`config.mk`:
```
export PLATFORM = sky130hd
export DESIGN_NAME = alarm_scheduler
export DESIGN_NICKNAME = d
export VERILOG_FILES = /design/src/rtl/alarm_pkg.sv /design/src/rtl/alarm_slot.sv /design/src/rtl/alarm_scheduler.sv
export SDC_FILE = /design/constraint.sdc
export NUM_CORES = 1
export LEC_CHECK = 0
export CAP_MARGIN = 20
export CORE_AREA = 3 3 171 173
export CTS_CLUSTER_SIZE = 10
export DETAILED_ROUTE_END_ITERATION = 12
export DIE_AREA = 0 0 174 176
export SYNTH_ARGS = -nofsm -noshare
export SYNTH_HDL_FRONTEND = slang
export SYNTH_SLANG_ARGS = --single-unit
```
`constraint.sdc`:
```
create_clock -name Clk -period 5.91 [get_ports Clk]
set_clock_uncertainty 0.15 [all_clocks]
set_input_delay 1.773 -clock Clk [delete_from_list [all_inputs] [get_ports Clk]]
set_output_delay 1.773 -clock Clk [all_outputs]
set_load 0.05 [all_outputs]
```
`src/rtl/alarm_pkg.sv`:
```
// Shared types and widths for the alarm scheduler: time field widths,
// per-slot configuration payload and the scheduler state encoding.
package alarm_pkg;

   localparam int unsigned HOUR_W = 5;
   localparam int unsigned MIN_W  = 6;
   localparam int unsigned DAY_W  = 3;
   localparam int unsigned N_DAYS = 7;

   // Minute counters (ring and snooze) and the per-event snooze counter
   localparam int unsigned CNT_W  = 6;
   localparam int unsigned SNZ_W  = 4;

   typedef enum logic [1:0] {
      ST_IDLE    = 2'd0,
      ST_RINGING = 2'd1,
      ST_SNOOZED = 2'd2
   } alarm_state_e;

   typedef struct packed {
      logic [HOUR_W-1:0] hour;
      logic [MIN_W-1:0]  min;
      logic [N_DAYS-1:0] days;
      logic              on;
   } alarm_cfg_t;

endpackage

```
`src/rtl/alarm_slot.sv`:
```
// One alarm slot: stored {hour, min, days, on} plus its match compare
// against the current wall-clock time on the minute tick.
module alarm_slot
   import alarm_pkg::*;
(
   input  logic              Clk,
   input  logic              Clr,
   input  logic              we,
   input  alarm_cfg_t        wr_cfg,
   input  logic              min_tick,
   input  logic [DAY_W-1:0]  cur_day,
   input  logic [HOUR_W-1:0] cur_hour,
   input  logic [MIN_W-1:0]  cur_min,
   output alarm_cfg_t        cfg,
   output logic              match_c
);

   logic day_hit;

   // Slot storage, cleared by Clr ahead of any write
   always_ff @(posedge Clk) begin
      if (Clr) begin
         cfg <= '0;
      end else if (we) begin
         cfg <= wr_cfg;
      end
   end

   // Day-mask lookup; an out-of-range day never matches
   always_comb begin
      day_hit = 1'b0;
      if (cur_day < DAY_W'(N_DAYS)) begin
         day_hit = cfg.days[cur_day];
      end
   end

   assign match_c = min_tick & cfg.on & day_hit &
                    (cfg.hour == cur_hour) & (cfg.min == cur_min);

endmodule

```
`src/rtl/alarm_scheduler.sv`:
```
// Alarm scheduler: N_ALARMS programmable slots, lowest-index match wins,
// ring / snooze / stop / mute handling with minute-based timeouts.
// Optional macro ALARM_AUTO_SNOOZE_EN: when defined, a ring timeout behaves
// like a Snooze press (same count limit); otherwise it returns to idle.
module alarm_scheduler
   import alarm_pkg::*;
#(
   parameter  int unsigned N_ALARMS    = 7,
   parameter  int unsigned SNOOZE_MIN  = 9,
   parameter  int unsigned RING_MIN    = 5,
   parameter  int unsigned MAX_SNOOZES = 3,
   localparam int unsigned IDX_W       = (N_ALARMS > 1) ? $clog2(N_ALARMS) : 1
)(
   input  logic              Clk,
   input  logic              Clr,
   input  logic              min_tick,
   input  logic [DAY_W-1:0]  cur_day,
   input  logic [HOUR_W-1:0] cur_hour,
   input  logic [MIN_W-1:0]  cur_min,
   input  logic              wr_en,
   input  logic [IDX_W-1:0]  wr_idx,
   input  logic [HOUR_W-1:0] wr_hour,
   input  logic [MIN_W-1:0]  wr_min,
   input  logic [N_DAYS-1:0] wr_days,
   input  logic              wr_on,
   input  logic [IDX_W-1:0]  rd_idx,
   output logic [HOUR_W-1:0] rd_hour,
   output logic [MIN_W-1:0]  rd_min,
   output logic [N_DAYS-1:0] rd_days,
   output logic              rd_on,
   input  logic              Snooze,
   input  logic              Stop,
   input  logic              Mute,
   output logic              Sound,
   output logic [IDX_W-1:0]  ring_idx,
   output logic              alarm_active,
   output logic              snoozing
);

   alarm_cfg_t          wr_cfg;
   alarm_cfg_t          rd_cfg;
   alarm_cfg_t          slot_cfg [N_ALARMS];
   logic [N_ALARMS-1:0] slot_match;

   logic                any_match;
   logic [IDX_W-1:0]    match_idx;

   alarm_state_e        state;
   logic [CNT_W-1:0]    ring_cnt;
   logic [CNT_W-1:0]    snz_tmr;
   logic [SNZ_W-1:0]    snz_cnt;
   logic                mute_latch;

   assign wr_cfg = '{hour: wr_hour, min: wr_min, days: wr_days, on: wr_on};

   for (genvar i = 0; i < N_ALARMS; i++) begin : g_slot
      alarm_slot u_slot (
         .Clk      (Clk),
         .Clr      (Clr),
         .we       (wr_en && (wr_idx == IDX_W'(i))),
         .wr_cfg   (wr_cfg),
         .min_tick (min_tick),
         .cur_day  (cur_day),
         .cur_hour (cur_hour),
         .cur_min  (cur_min),
         .cfg      (slot_cfg[i]),
         .match_c  (slot_match[i])
      );
   end

   // Lowest-index matching slot wins
   always_comb begin
      any_match = 1'b0;
      match_idx = '0;
      for (int i = N_ALARMS - 1; i >= 0; i--) begin
         if (slot_match[i]) begin
            any_match = 1'b1;
            match_idx = IDX_W'(i);
         end
      end
   end

   // Display readback; out-of-range index reads as an empty slot
   always_comb begin
      rd_cfg = '0;
      if (32'(rd_idx) < N_ALARMS) begin
         rd_cfg = slot_cfg[rd_idx];
      end
   end

   assign rd_hour = rd_cfg.hour;
   assign rd_min  = rd_cfg.min;
   assign rd_days = rd_cfg.days;
   assign rd_on   = rd_cfg.on;

   // Event FSM: idle / ringing / snoozed with minute counters and mute latch
   always_ff @(posedge Clk) begin
      if (Clr) begin
         state      <= ST_IDLE;
         ring_idx   <= '0;
         ring_cnt   <= '0;
         snz_tmr    <= '0;
         snz_cnt    <= '0;
         mute_latch <= 1'b0;
      end else begin
         case (state)
            ST_IDLE: begin
               mute_latch <= 1'b0;
               if (any_match) begin
                  state    <= ST_RINGING;
                  ring_idx <= match_idx;
                  snz_cnt  <= '0;
                  ring_cnt <= CNT_W'(RING_MIN);
               end
            end

            ST_RINGING: begin
               if (Mute) begin
                  mute_latch <= ~mute_latch;
               end
               if (Stop) begin
                  state      <= ST_IDLE;
                  mute_latch <= 1'b0;
               end else if (Snooze) begin
                  if (snz_cnt < SNZ_W'(MAX_SNOOZES)) begin
                     state   <= ST_SNOOZED;
                     snz_cnt <= snz_cnt + SNZ_W'(1);
                     snz_tmr <= CNT_W'(SNOOZE_MIN);
                  end else begin
                     state      <= ST_IDLE;
                     mute_latch <= 1'b0;
                  end
               end else if (min_tick) begin
                  if (ring_cnt <= CNT_W'(1)) begin
                     ring_cnt <= '0;
`ifdef ALARM_AUTO_SNOOZE_EN
                     if (snz_cnt < SNZ_W'(MAX_SNOOZES)) begin
                        state   <= ST_SNOOZED;
                        snz_cnt <= snz_cnt + SNZ_W'(1);
                        snz_tmr <= CNT_W'(SNOOZE_MIN);
                     end else begin
                        state      <= ST_IDLE;
                        mute_latch <= 1'b0;
                     end
`else
                     state      <= ST_IDLE;
                     mute_latch <= 1'b0;
`endif
                  end else begin
                     ring_cnt <= ring_cnt - CNT_W'(1);
                  end
               end
            end

            ST_SNOOZED: begin
               if (Mute) begin
                  mute_latch <= ~mute_latch;
               end
               if (Stop) begin
                  state      <= ST_IDLE;
                  mute_latch <= 1'b0;
               end else if (min_tick) begin
                  if (snz_tmr <= CNT_W'(1)) begin
                     snz_tmr  <= '0;
                     state    <= ST_RINGING;
                     ring_cnt <= CNT_W'(RING_MIN);
                  end else begin
                     snz_tmr <= snz_tmr - CNT_W'(1);
                  end
               end
            end

            default: begin
               state      <= ST_IDLE;
               mute_latch <= 1'b0;
            end
         endcase
      end
   end

   // Status decoded straight from the state and mute registers
   assign Sound        = (state == ST_RINGING) & ~mute_latch;
   assign alarm_active = (state != ST_IDLE);
   assign snoozing     = (state == ST_SNOOZED);

endmodule
```
==> out/metrics.yaml, run 1 <==
floorplan:
  dieArea_um2: 30600
  io_pins: 71
  core_um2: 27800
  die-height_um: 176
  die_w_um: 174
  rows: 61
  start_util_pct: 30.1
job:
  cap_violations: 0
pwr:
  p_per_area_nw_per_um2: 240
  ir_drop_mv: 0.165
  p_leak_nw: 3.61
  p_total_mw: 2.44
worst_setup_path:
  start_kind: "input port"
  worst-path-buf-inv: 3
  crit_path_cell_trace: "buf_2 > nor2b_1 > buf_4 > nand2_1 > o21ai_0 > mux2_2 > buf_12"
  r2r_slack_ns: 2.90
  critical-path-top-delay-family: "buffers and inverters"
  crit_type: "in2out"
  critPathSlowestCell: "buf_2"
  max_stage_delay_ns: 0.38
  critPathMaxFanout: 19
  required_ns: 3.99
  setup.worst_path.end_class: "output pin"
  cp.arrival_ns: 3.24
clock_tree:
  root_buffer: "clkbuf_16"
  cts_tree: "built"
  insertion_delay_ns: 0.43
  ctsResizeCount: 0
  holdBufCountCts: 0
  numCtsBuffers: 17
  htreeDepth: 4
  cts_setup_buffers: 0
  ctsLongestPathBuffers: 2
  path_clk_slew_ns: 0.06
  clock-sinks: 155
drt:
  firstDrtPassIters: 5
  wl_per_cell_um: 18.5
  vias: 7642
  post-route-drc-count: 0
  ant_nets: 0
  drtIter0Drc: 725
  vias_per_cell: 5.20
  routed_wl_um: 27200
logic_synthesis:
  ys_seq_area_share_pct: 37.1
  synthCells: 1042
  syn_area_um2: 8370
  synth_edf_count: 0
  synth_adder_area_share_pct: 1.35
  synth_flop_cell: "dfxtp_1"
  ys_ff_latch: 155
  muxShareOfSynthArea_pct: 13.0
  synthSimpleGateAreaFrac_pct: 21.9
  synth_top_family_by_area: "simple AND/OR/NAND/NOR gates"
  synth_top_area_cell: "dfxtp_1"
  syn-num-nets: 1097
  synth_area_per_cell_um2: 8.03
  ys_types: 52
  synthArstFlopShare_pct: 0
  synth_compound_area_share_pct: 14.1
  yosys_warnings: 0
  synth_top_area_share_pct: 37.1
  ys_top_cells_by_area: "dfxtp_1, nand2_1, a21oi_1"
  synth-xor-area-share_pct: 8.17
placed_design:
  place_inst: 1437
  placed_area_um2: 9590
  place_ws_ns: 0.781
  hpwlAfterDp_um: 19100
  gp_congestion: 0.946
  port_buffers: 70
final_layout:
  final_cell_area_um2: 10200
  fillers: 2836
  drive_gt1_share_pct: 11.4
  layout.nets: 1133
  syn_to_final_growth_pct: 21.6
  diodes: 0
  regArea_um2: 3100
  layout_commonest_cell: "nand2_1"
  layout_common_cells: "nand2_1, dfxtp_1, a21oi_1"
  final_core_util_pct: 36.6
  instances_no_fill: 1469
  multi_input_area_um2: 4910
timing:
  tns_ns: 0
  setup_slack_ns: 0.745
  max_freq_mhz: 194
  drv_slew: 0
  setup_viol: 0
  final.period_utilization_pct: 87.4
  hold_ws_ns: 0.309
  fin_crit_ns: 5.17
  rsz0062_at_grt: "no"
  relSlewSlack_pct: 22.3
  worst_slew_pin_slew_ns: 1.16
  hold_viol: 0
global_route:
  antenna_found_initial: 0
  grt_pass1_wl_um: 42000
  grtUsageTotal_pct: 17.7
  overflow: 0
  grt_pass1_vias: 7174
  grt_max_degree: 67
outcome:
  outcome: "finished, final reports clean"
min_path:
  hold_path_class: "reg2reg"
[worst register-to-register path, cell delays in order, from the launching register on]
cell and delay [ns]:
dfxtp_1 0.35, xor2_1 0.17, nor4_1 0.66, nand3_1 0.29
o22ai_1 0.36, nor4_2 0.09, buf_4 0.21, or4_1 0.51
a21oi_1 0.15
[cells in the mapped netlist (2+ instances only)]
cell and instances:
xor2_1 68, mux2_2 19, mux2i_1 29, nor2_1 28, buf_2 9, nor2b_1 8, a211oi_1 2, o21ai_0 40
buf_1 6, o31ai_1 2, or2_2 2, nor3_1 8, dfxtp_1 155, o21a_1 2, xnor2_1 10, ha_1 9
nand4_1 7, o211a_1 2, clkbuf_1 50, inv_1 19, o221ai_1 5, a21oi_1 149, mux4_2 26, or4_1 5
nor4b_1 3, o22ai_1 7, nand2_1 306, nor4_1 18, nor3b_1 2, buf_6 2, nand3_1 10, and3_1 2
nand2b_1 8, buf_4 2, or3_1 4, nand3b_1 2
[sequential cells by signal, summed over array words and instances (netlist names)]
name and cells:
ring_idx 3, state 2, mute_latch 1, snz_tmr 6, snz_cnt 4, g_slot.u_slot.cfg 133, ring_cnt 6
[final timing paths]
check,startpoint,to,cells after the start
worst max register to register,g_slot[2].u_slot.cfg[9]$_SDFFE_PP0P_,ring_cnt[1]$_SDFFE_PP0P_,8
worst min register to register,snz_cnt[3]$_SDFFE_PP0P_,snz_cnt[3]$_SDFFE_PP0P_,1
worst min-delay path,snz_cnt[3]$_SDFFE_PP0P_,snz_cnt[3]$_SDFFE_PP0P_,1
worst max-delay path,rd_idx[0],rd_hour[3],7
[logic make-up (layout without fill, tap and decap cells)]
kind of cell	count (synthesis)	in the layout
AOI/OAI and AO/OA	218	218
xor gates and xnor gates	78	78
adders and majority gates	9	9
buffers and inverters	88	137
DFF	155	155
muxes	74	74
and+or+nand+nor	420	420
[cell type report]
| class | instances | share of cell area [%] |
|---|---|---|
| clock inverter | 13 | 1.43 |
| multi-input combinational | 799 | 48.2 |
| sequential | 155 | 30.5 |
| clock buffer | 19 | 4.35 |
| tap | 378 | 4.65 |
| inverter | 19 | 0.701 |
| timing repair buffer | 86 | 10.1 |
[where the power goes]
group	leakage, nW	total (mW)	switching (mW)	internal (mW)
registers	1.25	1.08	0.0192	1.06
logic	2.08	0.258	0.156	0.102
clock network	0.273	1.10	0.463	0.636
total	3.61	2.44	0.638	1.80
[routing by layer]
| layer | part of all wire (%) | GRT usage (%) | vias up |
|---|---|---|---|
| li1 | - | - | 3648 |
| met1 | 45 | 24.4 | 3635 |
| met2 | 45 | 28.0 | 314 |
| met3 | 7.6 | 3.66 | 45 |
| met4 | 2.1 | 5.29 | 0 |
| met5 | 0 | 0 | - |
(Power assumes the default switching activity.)
==> run 2, diff against run 1 <==
- PLACE_DENSITY: not set -> 0.59
==> out/metrics.yaml, run 2 (synthesized netlist as in run 1, its figures left out) <==
timing:
  fin_crit_ns: 5.39
  final.period_utilization_pct: 91.2
  relSlewSlack_pct: 24.1
  drv_slew: 0
  max_freq_mhz: 185
  rsz0062_at_grt: "no"
  setup_viol: 0
  worst_slew_pin_slew_ns: 1.14
  hold_ws_ns: 0.312
  hold_viol: 0
  tns_ns: 0
worst_setup_path:
  crit_type: "in2out"
  setup.worst_path.end_class: "output pin"
  critPathMaxFanout: 15
  critPathSlowestCell: "nor2b_1"
  start_kind: "input port"
  r2r_slack_ns: 2.87
  crit_path_cell_trace: "buf_2 > nor2b_1 > buf_4 > nand2_1 > o21ai_0 > mux2_2 > buf_12"
  required_ns: 3.99
  cp.arrival_ns: 3.47
  max_stage_delay_ns: 0.53
drt:
  routed_wl_um: 28400
  vias: 7711
  firstDrtPassIters: 7
  wl_per_cell_um: 19.3
  drtIter0Drc: 868
  vias_per_cell: 5.23
  post-route-drc-count: 0
  ant_nets: 0
final_layout:
  layout.nets: 1136
  layout_common_cells: "nand2_1, dfxtp_1, a21oi_1"
  drive_gt1_share_pct: 11.7
  largest_reg_flops: 133
  syn_to_final_growth_pct: 22.0
  reg_top3: "g_slot.u_slot.cfg: 133 flops, ring_cnt: 6 flops, snz_tmr: 6 flops"
  layout_commonest_cell: "nand2_1"
  final_core_util_pct: 36.7
  top_register: "g_slot.u_slot.cfg"
global_route:
  grtUsageTotal_pct: 18.4
  antenna_found_initial: 1
  grt_pass1_vias: 7380
  overflow: 0
  grt_max_degree: 57
  grt_pass1_wl_um: 43900
floorplan:
  die_w_um: 174
  dieArea_um2: 30600
  start_util_pct: 30.1
  die-height_um: 176
  rows: 61
  core_um2: 27800
  io_pins: 71
clock_tree:
  path_clk_slew_ns: 0.07
  cts_tree: "built"
  numCtsBuffers: 17
  htreeDepth: 4
  ctsLongestPathBuffers: 2
  ctsResizeCount: 0
  root_buffer: "clkbuf_16"
  cts_setup_buffers: 0
  insertion_delay_ns: 0.44
  holdBufCountCts: 0
  clock-sinks: 155
placed_design:
  hpwlAfterDp_um: 19900
  gp_congestion: 0.960
  port_buffers: 70
pwr:
  p_leak_nw: 3.64
  p_per_area_nw_per_um2: 243
  ir_drop_mv: 0.201
  p_total_mw: 2.48
job:
  cap_violations: 0
outcome:
  outcome: "finished, final reports clean"
min_path:
  hold_path_class: "reg2reg"
[run 2: worst max-delay path: cells and delay by family]
kind	cells	cell delay [ns]
AOI/OAI and AO/OA	1	0.08
buffers and inverters	3	0.77
muxes	1	0.23
and+or+nand+nor	2	0.60
[run 2: metrics by stage]
step | instances | cell area (um2) | worst slack, ns
2_1_floorplan | 1042 | 8370 | 0.602
3_3_place_gp | 1439 | 9570 | 0.636
3_5_place_dp | 1440 | 9600 | 0.604
4_1_cts | 1472 | 10200 | 0.584
5_1_grt | 1473 | 10200 | 0.414
6_report | 1473 | 10200 | 0.519
[run 2: path summary, 6_finish.rpt]
path	to	depth (start not counted)	startpoint
setup / recovery	rd_min[5]	7	rd_idx[0]
hold / removal	snz_cnt[3]$_SDFFE_PP0P_	1	snz_cnt[3]$_SDFFE_PP0P_
setup reg to reg	ring_cnt[3]$_SDFFE_PP0P_	8	g_slot[2].u_slot.cfg[9]$_SDFFE_PP0P_
hold reg to reg	snz_cnt[3]$_SDFFE_PP0P_	1	snz_cnt[3]$_SDFFE_PP0P_
[run 2: report_power, final]
group          leakage, nW  internal [mW]  switching (mW)  total [mW]
clock                0.287          0.638           0.500        1.14
combinational         2.09          0.102           0.159       0.260
sequential            1.25           1.06          0.0204        1.08
total                 3.64           1.80           0.679        2.48
[run 2: layout make-up]
| cell class | instances | area [um2] |
|---|---|---|
| Sequential cell | 155 | 3100 |
| Tap cell | 378 | 473 |
| Clock buffer | 17 | 425 |
| Timing Repair Buffer | 89 | 1040 |
| Antenna cell | 1 | 2.50 |
| Inverter | 19 | 71.3 |
| Clock inverter | 15 | 180 |
| Multi-Input combinational cell | 799 | 4910 |
| Fill cell | 2876 | 17600 |
[run 2: per-layer routing]
| layer | wire length [um] | vias to the layer above | global-route usage [%] |
|---|---|---|---|
| met5 | 0 | - | 0 |
| met4 | 808 | 0 | 6.94 |
| met3 | 2370 | 55 | 4.34 |
| met2 | 12800 | 378 | 29.2 |
| met1 | 12400 | 3638 | 24.6 |
| li1 | - | 3640 | - |
==> run 3, diff against run 2 <==
- CAP_MARGIN: 20 -> not set
==> out/metrics.yaml, run 3 (synthesized netlist as in run 1, its figures left out) <==
outcome:
  outcome: "finished, final reports clean"
worst_setup_path:
  critPathMaxFanout: 15
  crit_type: "in2out"
  start_kind: "input port"
  cp.arrival_ns: 3.48
  crit_path_cell_trace: "buf_2 > nor2b_1 > buf_4 > nand2_1 > o21ai_0 > mux2_2 > buf_12"
  worst-path-buf-inv: 3
  critical-path-top-delay-family: "buffers and inverters"
  required_ns: 3.99
  max_stage_delay_ns: 0.55
  setup.worst_path.end_class: "output pin"
  critPathSlowestCell: "nor2b_1"
drt:
  routed_wl_um: 28300
  wl_per_cell_um: 19.2
  firstDrtPassIters: 5
  ant_nets: 0
  vias_per_cell: 5.16
  vias: 7589
  drtIter0Drc: 789
  post-route-drc-count: 0
pwr:
  p_per_area_nw_per_um2: 239
  ir_drop_mv: 0.195
  p_leak_nw: 3.61
clock_tree:
  root_buffer: "clkbuf_16"
  holdBufCountCts: 0
  clock-sinks: 155
  ctsLongestPathBuffers: 2
  cts_tree: "built"
  insertion_delay_ns: 0.44
  htreeDepth: 4
  ctsResizeCount: 0
  cts_setup_buffers: 0
  numCtsBuffers: 17
  path_clk_slew_ns: 0.07
final_layout:
  multi_input_area_um2: 4910
  layout_common_cells: "nand2_1, dfxtp_1, a21oi_1"
  top_register: "g_slot.u_slot.cfg"
  regArea_um2: 3100
  layout_commonest_cell: "nand2_1"
  syn_to_final_growth_pct: 21.4
  reg_top3: "g_slot.u_slot.cfg: 133 flops, ring_cnt: 6 flops, snz_tmr: 6 flops"
  fillers: 2862
  drive_gt1_share_pct: 11.6
  layout.nets: 1135
  largest_reg_flops: 133
placed_design:
  place_ws_ns: 0.580
  port_buffers: 70
  hpwlAfterDp_um: 19800
  gp_congestion: 0.960
timing:
  max_freq_mhz: 185
  drv_slew: 0
  final.period_utilization_pct: 91.5
  setup_viol: 0
  relSlewSlack_pct: 19.2
  setup_slack_ns: 0.503
  worst_slew_pin_slew_ns: 1.21
  fin_crit_ns: 5.41
  rsz0062_at_grt: "no"
  tns_ns: 0
  hold_viol: 0
global_route:
  grt_pass1_vias: 7306
  grt-busiest-layer: "met2"
  grt_pass1_wl_um: 43700
  use_met2_pct: 28.7
  antenna_found_initial: 1
  grt_max_degree: 57
  gr-usage-met1_pct: 24.8
  grtUsageTotal_pct: 18.5
  grt_use_met3_pct: 4.77
  overflow: 0
job:
  cap_violations: 0
min_path:
  hold_path_class: "reg2reg"
floorplan:
  dieArea_um2: 30600
  start_util_pct: 30.1
  io_pins: 71
  die-height_um: 176
  die_w_um: 174
  rows: 61
  core_um2: 27800
-- run 3: layout make-up --
cell class,instances,share of cell area (%)
Tap cell,378,4.66
Timing Repair Buffer,88,9.98
Antenna cell,1,0.0246
Clock buffer,17,4.19
Sequential cell,155,30.6
Clock inverter,15,1.55
Inverter,19,0.702
Multi-Input combinational cell,799,48.3
-- run 3: final timing paths --
path,from,end,slack (ns),cells after the start
worst max-delay path,rd_idx[0],rd_min[0],0.50,7
worst min-delay path,snz_cnt[3]$_SDFFE_PP0P_,snz_cnt[3]$_SDFFE_PP0P_,0.31,1
worst max register to register,g_slot[2].u_slot.cfg[9]$_SDFFE_PP0P_,ring_cnt[3]$_SDFFE_PP0P_,2.88,8
worst min register to register,snz_cnt[3]$_SDFFE_PP0P_,snz_cnt[3]$_SDFFE_PP0P_,0.31,1
-- run 3: power by group --
group | internal, mW | leakage [nW] | switching [mW]
combinational | 0.101 | 2.08 | 0.158
sequential | 1.06 | 1.25 | 0.0204
clock | 0.594 | 0.272 | 0.494
-- run 3: stage by stage --
step | cell area, um2 | util (%) | hold slack [ns] | total power, mW | cells
floorplan | 8370 | - | 0.290 | 1.25 | 1042
global placement | 9570 | 34.4 | 0.300 | 1.36 | 1439
detailed placement | 9570 | 34.4 | 0.303 | 1.36 | 1439
CTS | 10200 | 36.5 | 0.313 | 2.45 | 1471
global route | 10200 | 36.6 | 0.322 | 2.51 | 1472
finish | 10200 | 36.6 | 0.311 | 2.43 | 1472
-- run 3: per-layer routing --
metal  up-vias  part of all wire, %
li1       3642                    -
met1      3570                   44
met2       324                   45
met3        53                  7.7
met4         0                  3.4
met5         -                    0
